===== src/rtl/rv_plic_claim_ctrl.sv =====
// PLIC gateways: each source walks IDLE -> PEND -> ACT -> IDLE, with a 1-deep edge latch,
// plus claim arbitration across targets (lowest target index wins a shared ID).
module rv_plic_claim_ctrl #(
   parameter int N_SOURCE = 32,
   parameter int N_TARGET = 2,
   localparam int SRCW = $clog2(N_SOURCE + 1)
) (
   input  logic                             clk_i,
   input  logic                             rst_ni,
   input  logic [N_SOURCE-1:0]              src_i,
   input  logic [N_SOURCE-1:0]              le_i,
   output logic [N_SOURCE-1:0]              ip_o,
   output logic [N_SOURCE-1:0]              ia_o,
   input  logic [N_TARGET-1:0][SRCW-1:0]    irq_id_i,
   input  logic [N_TARGET-1:0]              claim_re_i,
   output logic [N_TARGET-1:0]              claim_ack_o,
   output logic [N_TARGET-1:0][SRCW-1:0]    claim_id_o,
   input  logic [N_TARGET-1:0]              complete_we_i,
   input  logic [N_TARGET-1:0][SRCW-1:0]    complete_id_i
);
   typedef enum logic [1:0] {
      IDLE = 2'b00,
      PEND = 2'b10,
      ACT  = 2'b01
   } src_state_e;

   logic [N_TARGET-1:0][N_SOURCE-1:0] claim_hit;
   logic [N_TARGET-1:0][N_SOURCE-1:0] claim_grant;
   logic [N_SOURCE-1:0]               claim_taken;
   logic [N_SOURCE-1:0]               complete_hit;
   logic [N_TARGET-1:0]               claim_ack_reg;
   logic [N_TARGET-1:0][SRCW-1:0]     claim_id_reg;
   logic [N_TARGET-1:0][SRCW-1:0]     claim_id_next;

   genvar gi, gj;

   // A claim only hits a source that is pending; ID 0 and out-of-range IDs match nothing.
   generate
      for (gi = 0; gi < N_TARGET; gi++) begin : g_tgt
         for (gj = 0; gj < N_SOURCE; gj++) begin : g_hit
            assign claim_hit[gi][gj] = claim_re_i[gi] && ip_o[gj] &&
                                       (irq_id_i[gi] == SRCW'(gj + 1));
         end
         assign claim_id_next[gi] = (|claim_grant[gi]) ? irq_id_i[gi] : '0;
      end
   endgenerate

   always_comb begin
      claim_taken = '0;
      claim_grant = '0;
      for (int t = 0; t < N_TARGET; t++) begin
         claim_grant[t] = claim_hit[t] & ~claim_taken;
         claim_taken    = claim_taken | claim_hit[t];
      end
   end

   always_comb begin
      complete_hit = '0;
      for (int t = 0; t < N_TARGET; t++) begin
         for (int s = 0; s < N_SOURCE; s++) begin
            if (complete_we_i[t] && (complete_id_i[t] == SRCW'(s + 1))) begin
               complete_hit[s] = 1'b1;
            end
         end
      end
   end

   always_ff @(posedge clk_i) begin
      if (!rst_ni) begin
         claim_ack_reg <= '0;
         claim_id_reg  <= '0;
      end else begin
         claim_ack_reg <= claim_re_i;
         claim_id_reg  <= claim_id_next;
      end
   end

   assign claim_ack_o = claim_ack_reg;
   assign claim_id_o  = claim_id_reg;

   generate
      for (gi = 0; gi < N_SOURCE; gi++) begin : g_src
         src_state_e state_reg;
         logic       edge_latch_reg;
         logic       src_q_reg;
         logic       rise;
         logic       set_cond;

         assign rise     = src_i[gi] & ~src_q_reg;
         assign set_cond = le_i[gi] ? (rise | edge_latch_reg) : src_i[gi];
         assign ip_o[gi] = (state_reg == PEND);
         assign ia_o[gi] = (state_reg == ACT);

         always_ff @(posedge clk_i) begin
            if (!rst_ni) begin
               state_reg      <= IDLE;
               edge_latch_reg <= 1'b0;
               src_q_reg      <= 1'b0;
            end else begin
               src_q_reg <= src_i[gi];
               case (state_reg)
                  IDLE: begin
                     if (set_cond) begin
                        state_reg      <= PEND;
                        edge_latch_reg <= 1'b0;
                     end
                  end
                  PEND: begin
                     if (claim_taken[gi]) state_reg <= ACT;
                     if (le_i[gi] && rise) edge_latch_reg <= 1'b1;
                  end
                  ACT: begin
                     // Completion always lands in IDLE; a held edge re-pends from there.
                     if (complete_hit[gi]) state_reg <= IDLE;
                     if (le_i[gi] && rise) edge_latch_reg <= 1'b1;
                  end
                  default: state_reg <= IDLE;
               endcase
            end
         end
      end
   endgenerate

endmodule


===== config.mk =====
export PLATFORM = sky130hd
export DESIGN_NAME = rv_plic_claim_ctrl
export DESIGN_NICKNAME = d
export VERILOG_FILES = /design/src/rtl/rv_plic_claim_ctrl.sv
export SDC_FILE = /design/constraint.sdc
export NUM_CORES = 1
export LEC_CHECK = 0
export ABC_CLOCK_PERIOD_IN_PS = 2900
export BUFFER_PORTS_ARGS = -buffer_cell sky130_fd_sc_hd__buf_2
export CAP_MARGIN = 5
export CORE_MARGIN = 5
export CORE_UTILIZATION = 45
export DETAILED_ROUTE_END_ITERATION = 10
export PLACE_DENSITY = 0.66
export SYNTH_ARGS = -nofsm -noshare
export SYNTH_HDL_FRONTEND = slang
export SYNTH_SLANG_ARGS = --single-unit

===== constraint.sdc =====
create_clock -name clk_i -period 2.9 [get_ports clk_i]
set_input_delay 0.29 -clock clk_i [delete_from_list [all_inputs] [get_ports clk_i]]
set_output_delay 0.29 -clock clk_i [all_outputs]
set_load 0.03 [all_outputs]

After elaboration in Yosys (flattened, before gate mapping)

Index checks and enable logic that the tools add are counted.

Logic and storage cells: 1226
Bits in registers: 142
Input port bits: 94
Output and inout port bits: 78

Bitwise gates (word level): 99
Multiplexer cells: 320
Reductions and logical operators: 388
Equal/unequal tests: 320

Operator list:

| kind                                                  | number |
|---|---|
| == test 6 x 5 -> 1 bit, second input constant         | 64 |
| logical AND 1 bit                                     | 224 |
| == test 6 x 4 -> 1 bit, second input constant         | 32 |
| 2-to-1 mux 2 bit                                      | 96 |
| inequality test 2 x 1 -> 1 bit, second input constant | 96 |
| one-hot mux 2 bit (3 select lines)                    | 32 |
| AND reduction 3 bit                                   | 64 |
| 2-to-1 mux 1 bit                                      | 160 |
| == test 6 x 3 -> 1 bit, second input constant         | 16 |
| == test 2 x 1 -> 1 bit, second input constant         | 32 |
| == test 2 bit, second input constant                  | 32 |
| logical NOT 2 bit                                     | 32 |
| inequality test 2 bit, second input constant          | 32 |
| one-hot mux 1 bit (2 select lines)                    | 32 |
| nonzero test 2 bit                                    | 32 |
| OR reduction 2 bit                                    | 32 |
| OR reduction 32 bit                                   | 2 |
| == test 6 x 2 -> 1 bit, second input constant         | 8 |
| AND 1 bit                                             | 32 |
| AND 32 bit                                            | 1 |
| inverter 1 bit                                        | 32 |
| inverter 32 bit                                       | 1 |
| bitwise OR 1 bit                                      | 32 |
| bitwise OR 32 bit                                     | 1 |
| other kinds (3)                                       | 10 |

Depth between registers and ports, before layout

Gate-level depths: netlist (run 1).

Depth in word-level cells: 7
Mapped depth: 8
Depth with buffers taken out: 8

Least setup slack after synthesis (run 1)

Ideal clock, no wire load.

Kind: flip-flop to flip-flop
Start: register g_src[26].state_reg[0]
End: register claim_id_reg, in the netlist claim_id_o[0]
Data required time: 2785 ps
Period minus slack after synthesis: 2372 ps
Data arrival time: 2256 ps
Setup time: 115 ps
Slack: 528 ps
Cell stages (with the launch flop): 9
Path buffers: 0
Cell sequence: dfxtp_1 inv_1 ha_1 mux4_2 nor3b_1 a2111o_1 nor4_2 nand3b_1 and3_1

Longest elaborated chain between the ends: 5

RTL lines:

| item                                 | RTL line | RTL |
|---|---|---|
| start: declaration                   | 83       | `src_state_e state_reg;` |
| start signal: assignment             | 96       | `state_reg <= IDLE;` |
| start signal: assignment             | 104      | `state_reg <= PEND;` |
| start signal: assignment             | 109      | `if (claim_taken[gi]) state_reg <= ACT;` |
| == test 2 bit                        | 91       | `assign ip_o[gi] = (state_reg == PEND);` |
| named net ip_o[26]                   | 12       | `output logic [N_SOURCE-1:0] ip_o,` |
| logical AND 1 bit (2 in series)      | 41       | `assign claim_hit[gi][gj] = claim_re_i[gi] && ip_o[gj] &&` |
| OR reduction 32 bit                  | 44       | `assign claim_id_next[gi] = (\|claim_grant[gi]) ? irq_id_i[gi] : '0;` |
| AND reduction 2 bit (no source line) | -        |  |
| end signal: assignment               | 74       | `claim_id_reg <= claim_id_next;` |
| end: declaration                     | 32       | `logic [N_TARGET-1:0][SRCW-1:0] claim_id_reg;` |

The timed path passes the listed nets, and every way through them passes these cells.
A chain may end at the register's enable or synchronous reset.

Worst setup path in the final report (run 1)

Start: register g_src[25].state_reg[0]
End: register claim_id_reg, in the netlist claim_id_o[2]

Longest elaborated chain between the ends: 5

RTL lines:

| item                                 | RTL line |
|---|---|
| start: declaration                   | 83 |
| start signal: assignment             | 96 |
| start signal: assignment             | 104 |
| start signal: assignment             | 109 |
| == test 2 bit                        | 91 |
| logical AND 1 bit (2 in series)      | 41 |
| OR reduction 32 bit                  | 44 |
| AND reduction 2 bit (no source line) | - |

No other way between the ends.

==> results.tsv, run 1 <==
metric	value	unit
rsz0062_at_grt	no	
vias_per_cell	5.53	
p_per_area	904	mW/mm2
cts_buffer_depth	2	
fin_crit_sh	88.1	%
critPathMaxFanout	5	
endpoint_kind	register	
synthCells	1209	
critPathLaunchType	register	
synth_seq_area_share	28.1	%
antenna_found_initial	9	
fp.dieW	160	um
insertion_delay	0.43	ns
synthMuxAreaShare	6.98	%
clock_sinks	142	
clkSlewWorstSetupHoldPaths	0.06	ns
async_flop_share	0	%
critPathKind	register to register	
clockRootBuffer	clkbuf_16	
wirelength	29.4	mm
cp.required	3.22	ns
cts_setup_buffers	0	
firstDrtPassIters	6	
power	10.8	mW
synth_fa_ha_area_share	19.8	%
slowest_stage	mux4_2	
syn_area	0.0101	mm2
grt_pass1_wl	45.8	mm
synth_top_family_by_area	simple AND/OR/NAND/NOR gates	
synth-seq-cells	142	
htreeDepth	4	
ir_drop	0.453	mV
synth_edf_count	0	
regArea	0.00284	mm2
ys_types	65	
postRouteAntennaNets	0	
setup_viol	0	
die_h	160	um
max_freq	0.391	GHz
synth-simple-area-share	23.7	%
fin_crit	2.56	ns
start_util	46.0	%
grt_start_max_net_pins	75	
synth_compound_area_share	17.2	%
grt_pass1_vias	8765	
maxSlewViolCount	0	
outcome	complete, no violations	
finalHoldViolCount	0	
gr-usage-all-layers	22.2	%
synth_top_flop_cell	dfxtp_1	
cp_num_buf_inv	1	
slew_headroom	56.1	%
core_area	0.0220	mm2
path_cells	inv_1 -> ha_1 -> mux4_2 -> nor3b_1 -> a2111o_1 -> nor4_2 -> nand3b_1 -> and3_1	
io_pins	172	
cts_buffers	17	
rows	54	
n_fill_cell	2044	
ctsResizeCount	0	
cts_hold_buf	0	
maxCapViolations	0	
reg2reg_slack	0.34	ns
cp_top_family	simple AND/OR/NAND/NOR gates	
yosys_warnings	0	
cp.arrival	2.87	ns
areaGrowthSynthToFinish	17.7	%
leakagePower	5.32	nW
vias	9216	
largest_reg_flops	64	
layout-drive-gt1-share	16.4	%
fin_nets	1622	
drc	0	
worst_pin_slew	0.658	ns
syn_nets	1463	
gp_congestion	1.04	
gr-total-overflow	0	
multi_input_area	0.00685	mm2
syn_avg_cell_area	8.38	um2
portBuffers	171	
cts_tree	built	
die-area	0.0256	mm2
synth-xor-area-share	0	%
hpwlAfterDp	23.1	mm
slowest_delay	0.51	ns
tns	0	ns
post_drt_wl_per_cell	17.6	um
dr.first_iter.drc_count	858	
holdCritPathClass	input port to register	
fin_worst_skew	0.00600	ns
layout make-up:
cell class	count	share of cell area (%)
well taps	280	2.94
clock buffers	18	3.68
clock inverters	14	1.80
repair buffers	183	8.06
inverters	68	2.14
diodes	5	0.105
flip-flops and latches	142	23.8
multi-input cells	956	57.4
layout by cell type (no fill, tap or decap), types with 5 or more instances in the layout:
| master | Yosys | final |
|---|---|---|
| nand2_1 | 175 | 175 |
| buf_2 | 9 | 170 |
| ha_1 | 160 | 160 |
| dfxtp_1 | 142 | 142 |
| o21ai_0 | 90 | 90 |
| nor2b_1 | 78 | 78 |
| inv_1 | 68 | 68 |
| mux2i_1 | 65 | 65 |
| nor2_1 | 51 | 51 |
| a21oi_1 | 47 | 47 |
| nand3_1 | 39 | 39 |
| and2_1 | 38 | 38 |
| a21boi_0 | 32 | 32 |
| clkbuf_16 | 0 | 17 |
| a22oi_1 | 16 | 16 |
| and3_1 | 14 | 14 |
| a211o_1 | 13 | 13 |
| buf_4 | 0 | 12 |
| o2111ai_1 | 10 | 10 |
| nand4_1 | 8 | 8 |
| o211ai_1 | 8 | 8 |
| a32oi_1 | 7 | 7 |
| nand2b_1 | 7 | 7 |
| nor4bb_1 | 7 | 7 |
| o22ai_1 | 7 | 7 |
| and3b_1 | 6 | 6 |
| nor3b_1 | 6 | 6 |
| o221ai_1 | 6 | 6 |
| diode_2 | 0 | 5 |
| nand4b_1 | 5 | 5 |
| a31oi_1 | 5 | 5 |
| bufinv_16 | 0 | 5 |
where the power goes:
group | switching, mW | total, mW | internal [mW]
registers | 0.393 | 2.81 | 2.42
clock network | 0.898 | 2.45 | 1.55
logic | 3.40 | 5.52 | 2.13
total | 4.69 | 10.8 | 6.09
layer usage:
metal | GRT usage [%] | vias up | wire length (um)
li1 | - | 4547 | -
met5 | 0 | - | 76
met1 | 28.5 | 4251 | 12900
met2 | 35.4 | 339 | 13100
met4 | 7.27 | 12 | 801
met3 | 7.16 | 67 | 2440
path summary, 6_finish.rpt:
check,startpoint,to,depth (start not counted)
max reg2reg,g_src[25].state_reg[0],claim_id_o[2],8
min reg2reg,g_src[23].edge_latch_reg,g_src[23].edge_latch_reg,2
min,src_i[20],g_src[20].src_q_reg,2
max,g_src[25].state_reg[0],claim_id_o[2],8
stage by stage:
| step | instance area [um2] | setup WS [ns] | hold slack, ns | instances | utilization, % |
|---|---|---|---|---|---|
| global route | 11900 | 0.259 | 0.100 | 1664 | 54.1 |
| finish | 11900 | 0.345 | 0.103 | 1666 | 54.2 |
| detailed placement | 11300 | 0.301 | 0.471 | 1629 | 51.1 |
| floorplan | 10100 | 0.528 | 0.412 | 1209 | - |
| CTS | 11900 | 0.387 | 0.0832 | 1661 | 54.1 |
| global placement | 11300 | 0.311 | 0.465 | 1629 | 51.1 |
logic make-up after synthesis:
| group | after synthesis |
|---|---|
| flops | 142 |
| mux | 68 |
| buf+inv | 111 |
| compound gates | 267 |
| simple gates | 461 |
| fa+ha+maj | 160 |
worst reg2reg max path, stage by stage (launching register included):
cell	delay [ns]
dfxtp_1	0.35
inv_1	0.11
ha_1	0.28
mux4_2	0.51
nor3b_1	0.16
a2111o_1	0.40
nor4_2	0.22
nand3b_1	0.20
and3_1	0.22
synth_stat cells (all sizes together) (7+ instances only):
library cell | number | area, um2
nand3 | 39 | 195
a32oi | 7 | 61.3
nor4bb | 7 | 70.1
buf | 11 | 60.1
inv | 68 | 255
o2111ai | 10 | 87.6
ha | 160 | 2000
nor3b | 8 | 70.1
o22ai | 7 | 43.8
a22oi | 16 | 120
dfxtp | 142 | 2840
o21ai | 91 | 455
and3 | 14 | 87.6
and2 | 38 | 238
clkbuf | 32 | 120
o211ai | 9 | 72.6
mux2i | 65 | 651
a211o | 13 | 114
nor2b | 78 | 488
a21oi | 47 | 235
nand2b | 7 | 43.8
nand2 | 175 | 657
nor2 | 51 | 191
a21boi | 32 | 240
nand4 | 8 | 50.1
No activity file was read; power rests on OpenSTA's default activity.
==> run 2: changes to the inputs <==
--- a/config.mk
+++ b/config.mk
@@ -6,12 +6,12 @@
 export NUM_CORES = 1
 export LEC_CHECK = 0
 export ABC_CLOCK_PERIOD_IN_PS = 2900
-export BUFFER_PORTS_ARGS = -buffer_cell sky130_fd_sc_hd__buf_2
 export CAP_MARGIN = 5
 export CORE_MARGIN = 5
 export CORE_UTILIZATION = 45
 export DETAILED_ROUTE_END_ITERATION = 10
-export PLACE_DENSITY = 0.66
+export DONT_BUFFER_PORTS = 1
+export SETUP_SLACK_MARGIN = 0.02
 export SYNTH_ARGS = -nofsm -noshare
 export SYNTH_HDL_FRONTEND = slang
 export SYNTH_SLANG_ARGS = --single-unit
==> results.tsv, run 2 (synthesis gave the netlist of run 1 again) <==
metric	value	unit	change
outcome	complete, no violations		unchanged
critPathMaxFanout	5		unchanged
rsz0062_at_grt	no		unchanged
layout_common_cells	nand2_1, ha_1, dfxtp_1		was nand2_1, buf_2, ha_1
hpwlAfterDp	23.1	mm	about the same
max_freq	0.408	GHz	was 0.391 GHz
p_per_area	897	mW/mm2	was 904 mW/mm2
leakagePower	4.91	nW	was 5.32 nW
wirelength	31.1	mm	was 29.4 mm
postRouteAntennaNets	0		unchanged
fin_nets	1531		was 1,622
fp.dieW	160	um	unchanged
multi_input_area	0.00685	mm2	unchanged
critPathLaunchType	register		unchanged
final_cell_area	0.0118	mm2	was 0.0119 mm2
gr-usage-all-layers	23.2	%	was 22.2%
worst_pin_slew	0.741	ns	was 0.658 ns
post_drt_wl_per_cell	19.8	um	was 17.6 um
drc	0		unchanged
die-area	0.0256	mm2	unchanged
layout-drive-gt1-share	4.57	%	was 16.4%
core_area	0.0220	mm2	unchanged
vias_per_cell	5.62		was 5.53
maxCapViolations	0		unchanged
dpl_cell_area	0.0104	mm2	was 0.0113 mm2
clkSlewWorstSetupHoldPaths	0.07	ns	was 0.06 ns
slowest_delay	0.49	ns	was 0.51 ns
clock_sinks	142		unchanged
n_fill_cell	2064		was 2,044
regArea	0.00284	mm2	unchanged
diodes	0		was 5
cts_tree	built		unchanged
areaGrowthSynthToFinish	16.7	%	was 17.7%
setup_viol	0		unchanged
cts_buffer_depth	2		unchanged
grt_start_max_net_pins	128		was 75
p_clk_share	23.2	%	was 22.7%
cts_setup_buffers	0		unchanged
wl_met1	12.6	mm	was 12.9 mm
rows	54		unchanged
endpoint_kind	register		unchanged
fin_worst_skew	0.00792	ns	was 0.00600 ns
holdCritPathClass	input port to register		unchanged
path_cells	inv_1 -> ha_1 -> mux4_2 -> nor3b_1 -> a2111o_1 -> nor4_2 -> nand3b_1 -> and3_1		unchanged
insertion_delay	0.43	ns	about the same
switching_share	43.4	%	was 43.5%
ir_drop	0.509	mV	was 0.453 mV
grt_pass1_wl	46.5	mm	was 45.8 mm
die_h	160	um	unchanged
largest_reg_flops	64		unchanged
firstDrtPassIters	8		was 6
intPower	6.00	mW	was 6.09 mW
start_util	46.0	%	unchanged
highest_layer	met5		unchanged
io_pins	172		unchanged
portBuffers	0		was 171
fin_crit	2.45	ns	was 2.56 ns
ctsResizeCount	0		unchanged
vias	8829		was 9,216
wl_met2	14.1	mm	was 13.1 mm
power.switching	4.61	mW	was 4.69 mW
fin_crit_sh	84.5	%	was 88.1%
critPathKind	register to register		unchanged
clockRootBuffer	clkbuf_16		unchanged
cp.arrival	2.77	ns	was 2.87 ns
grt_pass1_vias	8211		was 8,765
slew_headroom	50.5	%	was 56.1%
finalHoldViolCount	0		unchanged
cts_buffers	17		unchanged
htreeDepth	4		unchanged
maxSlewViolCount	0		unchanged
layout_commonest_cell	nand2_1		unchanged
p_comb_share	50.2	%	was 51.2%
dr_wl_met3	3.42	mm	was 2.44 mm
dr.first_iter.drc_count	900		was 858
gr-total-overflow	0		unchanged
tns	0	ns	unchanged
gp_congestion	0.946		was 1.04
p_seq_share	26.6	%	was 26.1%
cp.required	3.22	ns	about the same
slowest_stage	mux4_2		unchanged
antenna_found_initial	3		was 9
-- run 2: cell count changes in the layout (fill, tap and decap cells not counted), sizes merged --
cell and delta:
buf -166, clkinv -1, diode -5, dlygate4sd3 +75, inv +1
-- run 2: path summary, 6_finish.rpt --
check / slack [ns] / depth (start not counted) / end / start
worst max-delay path: 0.45 / 8 / claim_id_o[2] / g_src[26].state_reg[0]
worst min-delay path: 0.01 / 1 / g_src[10].edge_latch_reg / rst_ni
worst max register to register: 0.45 / 8 / claim_id_o[2] / g_src[26].state_reg[0]
worst min register to register: 0.48 / 2 / g_src[3].edge_latch_reg / g_src[3].edge_latch_reg
-- run 2: routing by layer --
metal  vias up  global-route usage, %
met5         -                      0
met4         4                   8.84
met3        72                   10.4
met2       346                   37.2
met1      4050                   27.4
li1       4357                      -
-- run 2: what timing repair did --
item                                   CTS  global route
endpoints found under the hold margin   60             5
setup endpoints to repair                0             0
hold buffers                            73             2
-- run 2: layout make-up --
type,count,share of cell area (%)
Clock buffer,18,3.63
Inverter,68,2.16
Multi-Input combinational cell,956,58.0
Clock inverter,14,1.82
Timing Repair Buffer,92,7.43
Tap cell,280,2.96
Sequential cell,142,24.0
-- run 2: worst max-delay path: cells and delay by family, from the launching register on --
family                     cells  cell delay, ns
DFF                            1            0.35
adders and majority gates      1            0.25
AOI/OAI and AO/OA              1            0.41
buffers and inverters          1            0.10
and+or+nand+nor                4            0.73
muxes                          1            0.49
-- run 2: stage by stage --
step	setup slack (ns)	util (%)	hold WS (ns)	power, mW	instances
after floorplan	0.528	-	0.412	6.83	1209
after global placement	0.505	47.3	0.412	8.00	1463
after detailed placement	0.464	47.3	0.415	8.08	1463
after CTS	0.446	53.6	0.000478	10.6	1568
after global routing	0.291	53.7	0.000499	11.4	1570
final	0.449	53.7	0.0138	10.6	1570
-- run 2: power by group through the flow --
stage / sequential, mW / clock (mW) / combinational (mW)
after global placement: 2.84 / 0 / 5.17
final: 2.82 / 2.46 / 5.32
after floorplan: 2.77 / 0 / 4.06
after detailed placement: 2.86 / 0 / 5.22
after CTS: 2.82 / 2.49 / 5.33
after global routing: 2.90 / 2.59 / 5.88
==> run 3: changes to the inputs <==
--- a/config.mk
+++ b/config.mk
@@ -5,7 +5,7 @@
 export SDC_FILE = /design/constraint.sdc
 export NUM_CORES = 1
 export LEC_CHECK = 0
-export ABC_CLOCK_PERIOD_IN_PS = 2900
+export ABC_CLOCK_PERIOD_IN_PS = 1990
 export CAP_MARGIN = 5
 export CORE_MARGIN = 5
 export CORE_UTILIZATION = 45
==> constraint.sdc (replaced) <==
create_clock -name clk_i -period 1.99 [get_ports clk_i]
set_input_delay 0.199 -clock clk_i [delete_from_list [all_inputs] [get_ports clk_i]]
set_output_delay 0.199 -clock clk_i [all_outputs]
set_load 0.03 [all_outputs]
==> results.tsv, run 3 (synthesis gave the netlist of run 1 again) <==
metric	value	unit	change
start_util	46.0	%	unchanged
rsz0062_at_grt	yes		was no
portBuffers	0		unchanged
core_area	0.0220	mm2	unchanged
wirelength	34.0	mm	was 31.1 mm
p_clk_share	20.0	%	was 23.2%
fin_worst_skew	0.0100	ns	was 0.00792 ns
layout_common_cells	nand2_1, buf_4, ha_1		was nand2_1, ha_1, dfxtp_1
cp.arrival	2.49	ns	was 2.77 ns
fin_crit	2.16	ns	was 2.45 ns
grt_pass1_wl	52.8	mm	was 46.5 mm
grt_pass1_vias	9633		was 8,211
holdCritPathClass	input port to register		unchanged
die_h	160	um	unchanged
cts_tree	built		unchanged
critPathMaxFanout	5		unchanged
p_seq_share	23.8	%	was 26.6%
vias_per_cell	5.54		was 5.62
gp_congestion	0.939		was 0.946
clkSlewWorstSetupHoldPaths	0.07	ns	about the same
postRouteAntennaNets	0		unchanged
io_pins	172		unchanged
p_per_area	1250	mW/mm2	was 897 mW/mm2
firstDrtPassIters	5		was 8
setup_ws	-0.173	ns	was 0.449 ns
antenna_found_initial	0		was 3
clockRootBuffer	clkbuf_16		unchanged
fin_crit_sh	109	%	was 84.5%
maxCapViolations	0		unchanged
insertion_delay	0.44	ns	was 0.43 ns
layout-drive-gt1-share	16.4	%	was 4.57%
critPathKind	register to register		unchanged
clock_sinks	142		unchanged
switching_share	42.9	%	was 43.4%
cts_buffers	17		unchanged
endpoint_kind	register		unchanged
p_comb_share	56.3	%	was 50.2%
layout_commonest_cell	nand2_1		unchanged
finalCoreUtilization	61.5	%	was 53.7%
critPathLaunchType	register		unchanged
final_cells	1768		was 1,570
grt_start_max_net_pins	108		was 128
post_drt_wl_per_cell	19.2	um	was 19.8 um
fin_nets	1729		was 1,531
largest_reg_flops	64		unchanged
worst_pin_slew	0.595	ns	was 0.741 ns
areaGrowthSynthToFinish	33.8	%	was 16.7%
htreeDepth	4		unchanged
setup_viol	12		was 0
fp.dieW	160	um	unchanged
cp.required	2.32	ns	was 3.22 ns
rows	54		unchanged
gr-usage-all-layers	26.0	%	was 23.2%
placedCellCount	1618		was 1,463
die-area	0.0256	mm2	unchanged
cts_buffer_depth	2		unchanged
violations	setup timing		
vias	9801		was 8,829
max_freq	0.462	GHz	was 0.408 GHz
outcome	complete, but fails checks		was complete, no violations
maxSlewViolCount	0		unchanged
slew_headroom	60.3	%	was 50.5%
leakagePower	5.88	nW	was 4.91 nW
dr.first_iter.drc_count	1020		was 900
hpwlAfterDp	24.8	mm	was 23.1 mm
ir_drop	0.716	mV	was 0.509 mV
intPower	9.68	mW	was 6.00 mW
finalHoldViolCount	0		unchanged
drc	0		unchanged
diodes	0		unchanged
power.switching	7.26	mW	was 4.61 mW
gr-total-overflow	0		unchanged
-- run 3: critical path: stages (launching register included) --
cell,delay (ns)
dfxtp_2,0.33
inv_2,0.05
ha_4,0.17
mux4_2,0.47
nor3b_1,0.15
a2111o_1,0.35
nor4_4,0.17
nand3b_1,0.17
and3_1,0.18
-- run 3: power by group through the flow --
stage          Sequential, mW  Clock, mW  Combinational (mW)
5_1_grt                  4.12       3.56                10.5
6_report                 4.03       3.38                9.53
4_1_cts                  4.02       3.42                9.43
2_1_floorplan            4.07          0                5.98
3_5_place_dp             4.08          0                9.12
3_3_place_gp             4.05          0                8.99
-- run 3: per-stage QoR --
| stage | power (mW) | instance area (um2) | setup TNS [ns] | hold WS, ns | setup slack (ns) |
|---|---|---|---|---|---|
| after floorplan | 10.0 | 10200 | -0.893 | 0.321 | -0.179 |
| after global placement | 13.0 | 11700 | -2.41 | 0.321 | -0.280 |
| after detailed placement | 13.2 | 11700 | -2.80 | 0.324 | -0.323 |
| after CTS | 16.9 | 13500 | -0.991 | 0.00675 | -0.186 |
| after global routing | 18.1 | 13500 | -2.69 | 0.0278 | -0.296 |
| final | 16.9 | 13500 | -1.27 | 0.0273 | -0.173 |
-- run 3: worst paths after layout --
path,startpoint,to,slack (ns),cells after the start
max,g_src[10].state_reg[0],claim_id_o[0],-0.17,8
min reg2reg,g_src[31].edge_latch_reg,g_src[31].edge_latch_reg,0.48,2
min,src_i[18],g_src[18].edge_latch_reg,0.03,3
max reg2reg,g_src[10].state_reg[0],claim_id_o[0],-0.17,8
-- run 3: routing by layer --
layer	wire length, um	part of all wire (%)	vias up	track usage [%]
li1	-	-	4756	-
met1	14200	42	4653	31.8
met2	16000	47	332	43.2
met3	2930	8.6	60	8.43
met4	872	2.6	0	8.68
met5	0	0	-	0
-- run 3: layout make-up --
cell class                      count  area, um2
Fill cell                        1881       8480
Multi-Input combinational cell    956       6960
Sequential cell                   142       2850
Timing Repair Buffer              290       2530
Clock buffer                       19        453
Tap cell                          280        350
Inverter                           68        255
Clock inverter                     13        153
-- run 3: timing repair --
item,CTS,global route
resized for setup,7,14
buffers inserted,2,2
endpoints found under the setup margin,13,17
hold buffers,114,0
endpoints found under the hold margin,142,0
pin swaps,5,4
